## config.mk

```make
export PLATFORM = sky130hd
export DESIGN_NAME = serial_frame_tx
export DESIGN_NICKNAME = d
export VERILOG_FILES = /design/src/rtl/serial_link_pkg.sv /design/src/rtl/serial_frame_tx_bit_timer.sv /design/src/rtl/serial_frame_tx.sv
export SDC_FILE = /design/constraint.sdc
export NUM_CORES = 1
export LEC_CHECK = 0
export ABC_AREA = 1
export CORE_MARGIN = 1
export CORE_UTILIZATION = 48
export CTS_CLUSTER_SIZE = 14
export DETAILED_ROUTE_END_ITERATION = 10
export PLACE_DENSITY = 0.7
export SETUP_SLACK_MARGIN = 0.15
export SKIP_CTS_REPAIR_TIMING = 1
export SLEW_MARGIN = 20
export SYNTH_ARGS = -nofsm -noshare
export SYNTH_HDL_FRONTEND = slang
export SYNTH_SLANG_ARGS = --single-unit
```

## constraint.sdc

```tcl
create_clock -name clk -period 1.84 [get_ports clk]
set_input_delay 0.184 -clock clk [delete_from_list [all_inputs] [get_ports clk]]
set_output_delay 0.184 -clock clk [all_outputs]
set_load 0.1 [all_outputs]
```

## src/rtl/serial_link_pkg.sv

```systemverilog
// Shared definitions for the single-wire serial link (TX and RX sides).
// State encoding, line levels and the frame-length helper live here.
package serial_link_pkg;

  typedef enum logic [2:0] {
    IDLE   = 3'd0,
    START  = 3'd1,
    DATA   = 3'd2,
    PARITY = 3'd3,
    STOP   = 3'd4
  } state_t;

  localparam logic LINE_IDLE  = 1'b1;
  localparam logic LINE_START = 1'b0;

  // Total clock cycles occupied by one frame on the wire.
  function automatic int frame_cycles(input int data_w, input int clks_per_bit,
                                      input int parity_en, input int stop_bits);
    return clks_per_bit * (1 + data_w + parity_en + stop_bits);
  endfunction

endpackage

```

## src/rtl/serial_frame_tx_bit_timer.sv

```systemverilog
// Bit-time cycle counter: tick is high in the last cycle of each bit-time.
// Held at zero while disabled so a new frame always starts on a bit boundary.
module bit_timer #(
  parameter int CLKS_PER_BIT = 4
) (
  input  logic clk,
  input  logic rst,
  input  logic en,
  output logic tick
);

  localparam int CW = $clog2(CLKS_PER_BIT) + 1;
  localparam logic [CW-1:0] LAST = CW'(CLKS_PER_BIT - 1);

  logic [CW-1:0] cnt_reg;

  always_ff @(posedge clk) begin
    if (rst || !en) begin
      cnt_reg <= '0;
    end else if (cnt_reg == LAST) begin
      cnt_reg <= '0;
    end else begin
      cnt_reg <= cnt_reg + CW'(1);
    end
  end

  assign tick = en && (cnt_reg == LAST);

endmodule

```

## src/rtl/serial_frame_tx.sv

```systemverilog
// Serial frame transmitter: start bit, LSB-first data, optional even parity,
// one or two stop bits. Word accepted over valid/ready only while idle.
module serial_frame_tx
  import serial_link_pkg::*;
#(
  parameter int DATA_W       = 8,
  parameter int CLKS_PER_BIT = 4,
  parameter int PARITY_EN    = 1,
  parameter int STOP_BITS    = 1
) (
  input  logic              clk,
  input  logic              rst,
  input  logic              in_valid,
  output logic              in_ready,
  input  logic [DATA_W-1:0] in_data,
  output logic              tx_out,
  output logic              busy,
  output logic              frame_done
);

  localparam int BW = $clog2(DATA_W) + 1;
  localparam logic [BW-1:0] LAST_DATA = BW'(DATA_W - 1);
  localparam logic [BW-1:0] LAST_STOP = BW'(STOP_BITS - 1);

  state_t            state_reg;
  logic [DATA_W-1:0] shift_reg;
  logic [DATA_W-1:0] shift_next;
  logic              parity_reg;
  logic [BW-1:0]     bit_cnt_reg;
  logic              tx_reg;
  logic              timer_en;
  logic              tick;

  assign timer_en   = (state_reg != IDLE);
  assign shift_next = shift_reg >> 1;

  bit_timer #(.CLKS_PER_BIT(CLKS_PER_BIT)) u_bit_timer (
    .clk  (clk),
    .rst  (rst),
    .en   (timer_en),
    .tick (tick)
  );

  always_ff @(posedge clk) begin
    if (rst) begin
      state_reg   <= IDLE;
      shift_reg   <= '0;
      parity_reg  <= 1'b0;
      bit_cnt_reg <= '0;
      tx_reg      <= LINE_IDLE;
    end else begin
      case (state_reg)
        IDLE: begin
          tx_reg <= LINE_IDLE;
          if (in_valid && in_ready) begin
            shift_reg  <= in_data;
            // Parity is taken from the captured word because shift_reg is consumed.
            parity_reg <= ^in_data;
            state_reg  <= START;
            tx_reg     <= LINE_START;
          end
        end
        START: begin
          if (tick) begin
            state_reg   <= DATA;
            bit_cnt_reg <= '0;
            tx_reg      <= shift_reg[0];
          end
        end
        DATA: begin
          if (tick) begin
            shift_reg <= shift_next;
            if (bit_cnt_reg == LAST_DATA) begin
              bit_cnt_reg <= '0;
              if (PARITY_EN != 0) begin
                state_reg <= PARITY;
                tx_reg    <= parity_reg;
              end else begin
                state_reg <= STOP;
                tx_reg    <= LINE_IDLE;
              end
            end else begin
              bit_cnt_reg <= bit_cnt_reg + BW'(1);
              tx_reg      <= shift_next[0];
            end
          end
        end
        PARITY: begin
          if (tick) begin
            state_reg   <= STOP;
            bit_cnt_reg <= '0;
            tx_reg      <= LINE_IDLE;
          end
        end
        STOP: begin
          tx_reg <= LINE_IDLE;
          if (tick) begin
            if (bit_cnt_reg == LAST_STOP) begin
              state_reg <= IDLE;
            end else begin
              bit_cnt_reg <= bit_cnt_reg + BW'(1);
            end
          end
        end
        default: begin
          state_reg <= IDLE;
          tx_reg    <= LINE_IDLE;
        end
      endcase
    end
  end

  assign in_ready   = (state_reg == IDLE);
  assign busy       = (state_reg != IDLE);
  assign frame_done = (state_reg == STOP) && tick && (bit_cnt_reg == LAST_STOP);
  assign tx_out     = tx_reg;

endmodule

```

==> metrics.csv <==
stage,metric,value,unit
worst_setup_path,Worst R2R End,bit_cnt_reg[1],
sta,clk_skew,0.0113,ns
synth,Post-synth EDFFs,0,
synth,leading area contributor after synthesis,dfxtp_1,
worst_setup_path,path depth of the worst reg2reg path,9,
synth,Post-synth ARST share,0,
worst_setup_path,critical-path cell list,inv_4 -> ha_4 -> nand2_4 -> nor2_4 -> nand2_2 -> nor2_4 -> buf_12,
finish,synth-to-layout area growth,26.3,%
worst_setup_path,r2r startpoint,bit_cnt_reg[0],
grt,initial antenna violation count,0,
synth,adder-cell share of the synthesized area,0.0371,
synth,top post-synthesis cells by area,"dfxtp_1 (30%), nand2_1 (18%), nor2_1 (9.5%)",
drt,Wirelength per Cell,11.1,um
synth,synthesized cell area,1350,um2
power_and_ir_drop,leakage,0.791,nW
finish,final core occ,0.663,
clock_tree,clk slew on worst S/H paths,0.13,ns
sta,Pins Over Slew Limit,0,
min_path,Hold Crit Class,flop to flop,
synth,most common cell in the synthesized netlist,nand2_1,
finish,"non-filler cells, final",259,
synth,synthesized area per cell,6.39,um2
power_and_ir_drop,Peak VDD IR,1.08,mV
clock_tree,total CTS buffers,3,
synth,post-synthesis sequential area ratio,0.297,
grt,gr usage total,0.212,
placement,area post-placement,1550,um2
worst_setup_path,CP Launch Type,flop,
job,max-cap violations,0,
drt,Post-Route WL,2890,um
synth,simple-gate share of the synthesized area,0.430,
clock_tree,clk root buf,clkbuf_4,
grt,first-pass GRT wire length,4540,um
floorplan,IO Pins,15,
synth,main flop type after synthesis,dfxtp_1,
worst_setup_path,type of destination of the critical path,output pin,
sta,worst-margin pin slew,0.382,ns
finish,ant diodes,0,
placement,I/O Buffers,14,
drt,initial DRC count,15,
floorplan,Initial Util,0.525,
power_and_ir_drop,Pwr Density,1210,nW/um2
clock_tree,clk_lat worst skew,0.32,ns
synth,post-synthesis compound-gate area fraction,0.0649,
worst_setup_path,crit-path max FO,3,
sta,Final Critical Period,1.63,ns
clock_tree,Sink Count,20,
sta,Rel. slew slack,0.745,
worst_setup_path,CP max-delay cell,dfxtp_4,
synth,cells after synthesis,211,
floorplan,Die Wd,55.0,um
drt,Highest Signal Layer,met4,
placement,Placed Instances,249,
drt,met2 wire len,1330,um
synth,xor and xnor fraction of the mapped netlist area,0.0714,
finish,layout cell share with drive strength beyond 1,0.197,
floorplan,Core ar.,2570,um2
drt,routed vias,1271,
finish,max reg flops,8,
finish,Nets,245,
sta,final setup fails,0,
clock_tree,CTS max path bufs,2,
status,outcome,finished clean,
worst_setup_path,family with the most delay on the worst path,flip-flops,
finish,Finished Cell Area,1700,um2
worst_setup_path,worst path required time,1.66,ns
sta,unrepaired setup endpoints after global routing,false,
min_path,hold path startpoint,u_bit_timer.cnt_reg[0],
worst_setup_path,CP max stage delay,0.38,ns
sta,final hold vios,0,
synth,top post-synthesis cells by count,"nand2_1 (63), nor2_1 (34), inv_1 (21), dfxtp_1 (20), nand3_1 (11)",
synth,largest family of logic cells by synthesized area,simple AND/OR/NAND/NOR gates,
worst_setup_path,crit path launch,bit_cnt_reg[0],
synth,Synthesized Nets,226,
drt,met3 wire len,79,um
grt,GRT overflow,0,
grt,vias in the first global route,1126,
placement,hpwl dp,2090,um
sta,final worst-path cycle share,0.886,
clock_tree,CTS tree,built,
drt,Initial DRT Pass Iterations,4,
worst_setup_path,R2R Setup Slk,0.34,ns
synth,mux share of post-synthesis cell area,0,
placement,GPL Wtd Cong,0.946,
floorplan,die footprint,3030,um2
floorplan,row count,18,
clock_tree,Max H-tree Level,1,
worst_setup_path,critical path data arrival time,1.45,ns
synth,Yosys reg bits,20,
grt,largest net degree at the start of global routing,14,
worst_setup_path,Bufs and invs on worst path,2,
drt,Final ANT Viol Nets,0,
drt,via density per instance,4.91,
sta,Max Freq,613,MHz
floorplan,Die H,55.0,um
synth,synth warn,0,
worst_setup_path,kind of critical path,flop to output pin,
synth,area share of the largest cell type after synthesis,0.297,
drt,# DRC,0,
min_path,Hold Crit Depth,1,
worst_setup_path,Most Frequent Cell on Critical Path,nor2_4,
synth,Cell variety after synth,26,
min_path,hold endpoint,u_bit_timer.cnt_reg[0],
drt,M1 WL,1430,um
[worst register-to-register path, cell delays in order, from the launching register on]
cell and delay [ns]:
dfxtp_4 0.38, buf_4 0.13, ha_1 0.23, nand2_1 0.08
nor2_1 0.05, o21ai_1 0.22, nand2_1 0.09, nand2_1 0.08
nand2_1 0.06, nor2_1 0.11
[routing by layer]
metal	GRT usage	vias to the layer above
met3	0.0273	5
met2	0.363	21
met1	0.257	559
met5	0	-
met4	0.108	0
li1	-	686
[placed cells by master, fill, tap and decap left out, types with 2 or more instances in the layout]
master           instances
nand2_4                  4
buf_12                   3
inv_2                    3
nand2_1                 61
nor2_1                  31
inv_1                   18
dfxtp_2                  2
clkdlybuf4s50_1         10
dfxtp_1                 16
nor2_4                   3
clkbuf_4                 3
inv_4                    3
a21oi_1                  5
o21ai_1                  3
o21ai_0                  8
nor2_2                   3
nand2_8                  2
nand2_2                  3
ha_4                     2
nand3_2                  2
ha_1                     2
nand4_1                  5
dfxtp_4                  2
xor2_1                   4
buf_4                    7
nand3_1                 11
xnor2_1                  7
[logic make-up (layout without fill, tap and decap cells)]
logic type	Yosys count	after routing
buffers and inverters	33	51
adders and majority gates	4	4
DFF	20	20
AOI/OAI and AO/OA	17	17
xor gates and xnor gates	11	11
and+or+nand+nor	126	126
[worst max path at each step]
stage                    to  cells past startpoint  slack [ns]
2_1_floorplan    frame_done                      4        0.25
3_3_place_gp   state_reg[1]                     10        0.30
3_5_place_dp   state_reg[1]                     10        0.24
4_1_cts          frame_done                      5      -0.003
5_1_grt          frame_done                      7        0.14
6_report         frame_done                      7        0.21
[final cells by class]
| class | count | area, um2 |
|---|---|---|
| Multi-Input combinational cell | 158 | 872 |
| Clock inverter | 1 | 30.0 |
| Tap cell | 30 | 37.5 |
| Clock buffer | 3 | 22.5 |
| Timing Repair Buffer | 20 | 213 |
| Sequential cell | 20 | 410 |
| Inverter | 27 | 118 |
| Fill cell | 238 | 865 |
[where the power goes]
part / total (W) / internal, W / switching (W)
combinational: 0.00108 / 0.000354 / 0.000729
clock: 0.000376 / 0.000221 / 0.000155
sequential: 0.000606 / 0.000534 / 0.0000715
[stage by stage]
step,total power (W),setup slack (ns),TNS [ns],hold WS (ns)
final,0.00206,0.210,0,0.430
after global routing,0.00220,0.136,0,0.453
after CTS,0.00206,-0.00323,-0.00323,0.435
after detailed placement,0.00168,0.242,0,0.417
after global placement,0.00166,0.303,0,0.406
after floorplan,0.00140,0.246,0,0.253
No activity file was read; power rests on OpenSTA's default activity.
